[config.mk]
export PLATFORM = sky130hd
export DESIGN_NAME = cheshire_boot_seq
export DESIGN_NICKNAME = d
export VERILOG_FILES = /design/src/rtl/cheshire_boot_seq.sv
export SDC_FILE = /design/constraint.sdc
export NUM_CORES = 1
export LEC_CHECK = 0
export CORE_MARGIN = 4
export CORE_UTILIZATION = 50
export CTS_BUF_LIST = sky130_fd_sc_hd__clkbuf_4
export DETAILED_ROUTE_END_ITERATION = 12
export PLACE_DENSITY = 0.83
export SKIP_LAST_GASP = 1
export SLEW_MARGIN = 20
export SYNTH_ARGS = -nofsm -noshare
export SYNTH_HDL_FRONTEND = slang
export SYNTH_SLANG_ARGS = --single-unit
[constraint.sdc]
create_clock -name clk_i -period 9.5 [get_ports clk_i]
set_clock_uncertainty 0.1 [all_clocks]
set_input_delay 2.85 -clock clk_i [delete_from_list [all_inputs] [get_ports clk_i]]
set_output_delay 2.85 -clock clk_i [all_outputs]
set_load 0.02 [all_outputs]
[src/rtl/cheshire_boot_seq.sv]
// Regbus boot sequencer: waits for LLC BIST, configures the LLC as SPM, loads the entry point,
// wakes the core, then polls the EOC scratch register and reports the exit status.
module cheshire_boot_seq #(
  parameter int unsigned          AddrWidth    = 48,
  parameter logic [AddrWidth-1:0] LlcCfgAddr   = 48'h0300_1000,
  parameter logic [31:0]          LlcSpmVal    = 32'hFFFF_FFFF,
  parameter logic [AddrWidth-1:0] EntryLoAddr  = 48'h0300_0000,
  parameter logic [AddrWidth-1:0] EntryHiAddr  = 48'h0300_0004,
  parameter logic [AddrWidth-1:0] WakeAddr     = 48'h0300_0008,
  parameter logic [AddrWidth-1:0] EocAddr      = 48'h0300_000C,
  parameter int unsigned          PollInterval = 64
) (
  input  logic                 clk_i,
  input  logic                 rst_i,
  input  logic                 start_i,
  input  logic [63:0]          entry_i,
  input  logic                 bist_done_i,
  output logic                 req_valid_o,
  input  logic                 req_ready_i,
  output logic [AddrWidth-1:0] req_addr_o,
  output logic                 req_write_o,
  output logic [31:0]          req_wdata_o,
  input  logic                 rsp_valid_i,
  input  logic [31:0]          rsp_rdata_i,
  input  logic                 rsp_error_i,
  output logic                 busy_o,
  output logic                 done_o,
  output logic                 err_o,
  output logic [30:0]          exit_status_o
);

  typedef enum logic [3:0] {
    StIdle, StBist, StCfgLlc, StWrLo, StWrHi, StWake, StPollWait, StPollRd, StDone, StError
  } state_e;

  typedef enum logic [1:0] {PhIssue, PhReq, PhRsp} phase_e;

  state_e                 state_q, state_d;
  phase_e                 phase_q, phase_d;
  logic [31:0]            cnt_q, cnt_d;
  logic [63:0]            entry_q, entry_d;
  logic                   req_valid_q, req_valid_d;
  logic [AddrWidth-1:0]   req_addr_q, req_addr_d;
  logic                   req_write_q, req_write_d;
  logic [31:0]            req_wdata_q, req_wdata_d;
  logic                   busy_q, busy_d;
  logic                   done_q, done_d;
  logic                   err_q, err_d;
  logic [30:0]            exit_q, exit_d;

  // Per-state transaction description and successor state.
  logic [AddrWidth-1:0]   bus_addr;
  logic                   bus_write;
  logic [31:0]            bus_wdata;
  state_e                 bus_next;

  always_comb begin
    bus_addr  = '0;
    bus_write = 1'b0;
    bus_wdata = '0;
    bus_next  = StIdle;
    unique case (state_q)
      StCfgLlc: begin bus_addr = LlcCfgAddr;  bus_write = 1'b1; bus_wdata = LlcSpmVal;
                      bus_next = StWrLo; end
      StWrLo:   begin bus_addr = EntryLoAddr; bus_write = 1'b1; bus_wdata = entry_q[31:0];
                      bus_next = StWrHi; end
      StWrHi:   begin bus_addr = EntryHiAddr; bus_write = 1'b1; bus_wdata = entry_q[63:32];
                      bus_next = StWake; end
      StWake:   begin bus_addr = WakeAddr;    bus_write = 1'b1; bus_wdata = 32'h1;
                      bus_next = StPollWait; end
      StPollRd: begin bus_addr = EocAddr;     bus_next = StPollWait; end
      default:  ;
    endcase
  end

  always_comb begin
    state_d     = state_q;
    phase_d     = phase_q;
    cnt_d       = cnt_q;
    entry_d     = entry_q;
    req_valid_d = req_valid_q;
    req_addr_d  = req_addr_q;
    req_write_d = req_write_q;
    req_wdata_d = req_wdata_q;
    done_d      = done_q;
    err_d       = err_q;
    exit_d      = exit_q;

    unique case (state_q)
      StIdle, StDone, StError: begin
        if (start_i) begin
          entry_d = entry_i;
          done_d  = 1'b0;
          err_d   = 1'b0;
          exit_d  = '0;
          state_d = StBist;
        end
      end
      StBist: begin
        if (bist_done_i) begin
          state_d = StCfgLlc;
          phase_d = PhIssue;
        end
      end
      StPollWait: begin
        cnt_d = cnt_q - 32'd1;
        // Raise the EOC read on the last wait cycle so the idle gap is exactly PollInterval.
        if (cnt_q == 32'd1) begin
          state_d     = StPollRd;
          phase_d     = PhReq;
          req_valid_d = 1'b1;
          req_addr_d  = EocAddr;
          req_write_d = 1'b0;
          req_wdata_d = '0;
        end
      end
      default: begin
        unique case (phase_q)
          PhIssue: begin
            req_valid_d = 1'b1;
            req_addr_d  = bus_addr;
            req_write_d = bus_write;
            req_wdata_d = bus_wdata;
            phase_d     = PhReq;
          end
          PhReq: begin
            if (req_ready_i) begin
              req_valid_d = 1'b0;
              phase_d     = PhRsp;
            end
          end
          default: begin
            if (rsp_valid_i) begin
              phase_d = PhIssue;
              if (rsp_error_i) begin
                err_d   = 1'b1;
                state_d = StError;
              end else if (state_q == StPollRd && rsp_rdata_i[0]) begin
                exit_d  = rsp_rdata_i[31:1];
                done_d  = 1'b1;
                state_d = StDone;
              end else begin
                state_d = bus_next;
                cnt_d   = PollInterval;
              end
            end
          end
        endcase
      end
    endcase

    busy_d = !(state_d inside {StIdle, StDone, StError});
  end

  always_ff @(posedge clk_i or posedge rst_i) begin
    if (rst_i) begin
      state_q     <= StIdle;
      phase_q     <= PhIssue;
      cnt_q       <= '0;
      entry_q     <= '0;
      req_valid_q <= 1'b0;
      req_addr_q  <= '0;
      req_write_q <= 1'b0;
      req_wdata_q <= '0;
      busy_q      <= 1'b0;
      done_q      <= 1'b0;
      err_q       <= 1'b0;
      exit_q      <= '0;
    end else begin
      state_q     <= state_d;
      phase_q     <= phase_d;
      cnt_q       <= cnt_d;
      entry_q     <= entry_d;
      req_valid_q <= req_valid_d;
      req_addr_q  <= req_addr_d;
      req_write_q <= req_write_d;
      req_wdata_q <= req_wdata_d;
      busy_q      <= busy_d;
      done_q      <= done_d;
      err_q       <= err_d;
      exit_q      <= exit_d;
    end
  end

  assign req_valid_o   = req_valid_q;
  assign req_addr_o    = req_addr_q;
  assign req_write_o   = req_write_q;
  assign req_wdata_o   = req_wdata_q;
  assign busy_o        = busy_q;
  assign done_o        = done_q;
  assign err_o         = err_q;
  assign exit_status_o = exit_q;

endmodule
==> metrics.txt <==
status complete, no violations; share of power burned in combinational logic 44.1%; antenna cells 0; count of H-tree levels built during CTS 4; Layout area overhead 24.6%; Routed WL between 15000 and 20000 um; Final min period between 4 and 5 ns; Detailed Route Iter0 Violations approximately 420; hold path endpoint done_o$_DFFE_PP0P_; source-to-sink clock delay at the later pin of the worst-skew pair 0.57 ns; count of TritonRoute iterations in the first routing pass 5; average cell area after synthesis approximately 11 um^2; met1 track utilization from global routing 28.7%; setup TNS 0 ns; sequential group share of total power 40.5%; Congestion Overflow GR 0; top cells by instance count after synthesis sky130_fd_sc_hd__dfrtp_1, sky130_fd_sc_hd__nand2_1, sky130_fd_sc_hd__mux2_2; path type of the worst min-delay path register to register; detailed-route vias per instance ~5.5; internal reg-to-reg setup slack 5.82 ns; cell types occupying the most area after synthesis sky130_fd_sc_hd__dfrtp_1, sky130_fd_sc_hd__mux2_2, sky130_fd_sc_hd__o2bb2ai_2; critical path data arrival time 5.37 ns; gate count after technology mapping between 700 and 800; placer's final routability congestion estimate roughly 0.85; post-detail-place hpwl approximately 14000 um; Clk pin slew, worst setup/hold paths 0.13 ns; number of standard-cell rows in the floorplan 46; fmax around 200 MHz; r2r worst-path depth 5; data required time at the worst endpoint 9.91 ns; number of nets with antenna violations after routing 0; critical path startpoint category primary input; die outline width about 140 um; number of hold buffers added after cts 0; power per cell area approximately 280 nW/um^2; maximum vdd drop 0.140 mV; fraction of final layout cells sized beyond drive strength 1 ~17%; number of endpoints failing setup at the final stage 0; Max Root-Sink Buffers 2; type of the setup path with the least slack primary input to register; worst flop-to-flop path startpoint state_q[2]$_DFF_PP0_; number of enable flip-flop cells after synthesis 0; Internal around 1.7 mW; Initial Util between 50% and 60%; ys flop type sky130_fd_sc_hd__dfrtp_1; crit end category register; net switching power of the design around 1.2 mW; met2 Resource Use GR about 34%; port bufs 175; first-pass GRT wire length around 31000 um; clock buffers created by TritonCTS 17; share of flip-flops with an asynchronous set or reset after synthesis 100%; Total GRT Usage about a fifth; share of synthesized area occupied by flip-flops and latches a little over half; CTS tree done; I/O pin total ~220; number of global-route vias before repair roughly 6100; register bit count reported by yosys approximately 170; post-synthesis instance area roughly 8300 um^2; floorplan die area around 19000 um^2; busiest metal layer after global routing met2; library cell with the largest summed area after synthesis sky130_fd_sc_hd__dfrtp_1; area share of the largest cell type after synthesis between 50% and 60%; final net count between 900 and 1000; static leakage about 4.3 nW; end-of-flow core utilization between 60 and 70%; routed via count about 6000; cell area reported after detailed placement between 9000 and 10000 um^2; Root Buffer sky130_fd_sc_hd__clkbuf_4; pin count of the biggest net entering global routing 89; number of max-capacitance violations reported 0; setup repair bufs after CTS 0; antenna violations before repair 0; unrepaired setup endpoints after global routing no; HP Start done_o$_DFFE_PP0P_; met3 GRT Util around 6.5%; Wirelength per Cell 17.8 um; endpoint of the most critical register-to-register path cnt_q[21]$_DFFE_PP0P_; Power, Total between 2 and 3 mW; number of distinct library cells after synthesis 61; Pins Over Slew Limit 0; tightest hold margin between 0.3 and 0.4 ns; die boundary height around 140 um; CORE AREA 16100 um^2; period utilization between 50% and 60%; hold violation total from the final report 0; max-slew headroom at the worst pin approximately 29%; number of stages on the worst hold path 1; PostCTS Resize Cnt 0; cell with the most instances after synthesis sky130_fd_sc_hd__dfrtp_1; synthesis warning total 0; clock power share 15.4%; Max FO, Critical Path 19; final non-filler cell area 10300 um^2; Slew @ Worst Pin about 1.1 ns; residual DRC count 0; clock net sink count 174; switching power as a share of total power 40.3%
[final cells by class]
class | instances | area [um^2]
sequential | 174 | 4350
fill | 1273 | 5770
clock buffer | 18 | 135
tap | 216 | 270
clock inverter | 13 | 165
timing repair buffer | 184 | 1840
inverter | 13 | 53.8
multi-input combinational | 495 | 3480
[cells by family (layout without fill, tap and decap cells)]
| logic type | Yosys count | after routing | synth area share, % |
|---|---|---|---|
| AO/OA/AOI/OAI | 157 | 157 | 16.0 |
| buffers and inverters | 108 | 228 | 7.45 |
| flip-flops | 174 | 174 | 52.7 |
| other | 1 | 43 | 0.0454 |
| AND/OR/NAND/NOR | 210 | 210 | 12.7 |
| adder cells (fa/ha/maj) | 2 | 2 | 0.303 |
| multiplexers | 68 | 68 | 9.24 |
| XOR/XNOR | 15 | 15 | 1.59 |
[per-layer routing]
| metal | wire length [um] | vias up |
|---|---|---|
| met3 | 1900 | 25 |
| met5 | 0 | - |
| met2 | 9240 | 254 |
| met1 | 8380 | 2982 |
| met4 | 301 | 0 |
| li1 | - | 2862 |
[metrics by stage]
stage / setup WS [ns] / std cells
after detailed placement: 3.96 / 1081
after floorplan: 1.83 / 777
after global placement: 4.02 / 1081
final: 4.54 / 1113
after CTS: 4.59 / 1112
after global routing: 4.37 / 1113
[sequential cells by signal (all words and copies together) (netlist names)]
name           cells
busy_o             1
cnt_q             32
done_o             1
entry_q           64
err_o              1
exit_status_o     31
phase_q            2
req_addr_o         4
req_valid_o        1
req_wdata_o       32
req_write_o        1
state_q            4
[how the worst max path moves through the flow]
stage,from,end,slack (ns),depth (start not counted)
floorplan,rst_i,busy_o$_DFF_PP0_,1.83,1
global placement,rsp_valid_i,cnt_q[21]$_DFFE_PP0P_,4.02,6
detailed placement,rsp_valid_i,cnt_q[21]$_DFFE_PP0P_,3.96,6
CTS,rsp_valid_i,cnt_q[21]$_DFFE_PP0P_,4.59,6
global route,rsp_valid_i,cnt_q[21]$_DFFE_PP0P_,4.37,6
finish,rsp_valid_i,cnt_q[21]$_DFFE_PP0P_,4.54,6
[power groups by stage]
stage          Combinational (mW)  Sequential [mW]  Clock (mW)
6_report                     1.28             1.17       0.446
5_1_grt                      1.40             1.20       0.491
4_1_cts                      1.28             1.17       0.457
3_5_place_dp                 1.28             1.19           0
3_3_place_gp                 1.25             1.17           0
2_1_floorplan               0.949             1.17           0
[layout by cell type, fill, tap and decap left out, types with 4 or more instances in the layout]
master	netlist	final
sky130_fd_sc_hd__inv_1	13	12
sky130_fd_sc_hd__conb_1	1	43
sky130_fd_sc_hd__o2bb2ai_2	29	29
sky130_fd_sc_hd__or3_1	9	9
sky130_fd_sc_hd__nand2_1	83	83
sky130_fd_sc_hd__nand4_1	11	11
sky130_fd_sc_hd__nand3_1	8	8
sky130_fd_sc_hd__buf_4	44	7
sky130_fd_sc_hd__and3_1	4	4
sky130_fd_sc_hd__a31oi_1	4	4
sky130_fd_sc_hd__a221oi_1	32	32
sky130_fd_sc_hd__mux2_2	66	66
sky130_fd_sc_hd__clkdlybuf4s50_1	0	175
sky130_fd_sc_hd__dfrtp_1	174	174
sky130_fd_sc_hd__xor2_1	12	12
sky130_fd_sc_hd__clkbuf_4	0	18
sky130_fd_sc_hd__o21ai_0	51	51
sky130_fd_sc_hd__a21oi_1	12	12
sky130_fd_sc_hd__nand2b_1	4	4
sky130_fd_sc_hd__nor3_1	13	12
sky130_fd_sc_hd__or4_1	6	5
sky130_fd_sc_hd__nor2_1	42	39
sky130_fd_sc_hd__o211ai_1	4	4
[worst max-delay path, cell delays in order]
cell and delay [ns]:
sky130_fd_sc_hd__clkdlybuf4s50_1 0.58, sky130_fd_sc_hd__nand3b_1 0.25, sky130_fd_sc_hd__a221oi_4 0.77, sky130_fd_sc_hd__nand3_2 0.31, sky130_fd_sc_hd__or4_1 0.52, sky130_fd_sc_hd__nand2_1 0.08
Power figures use the tool's default switching activity.
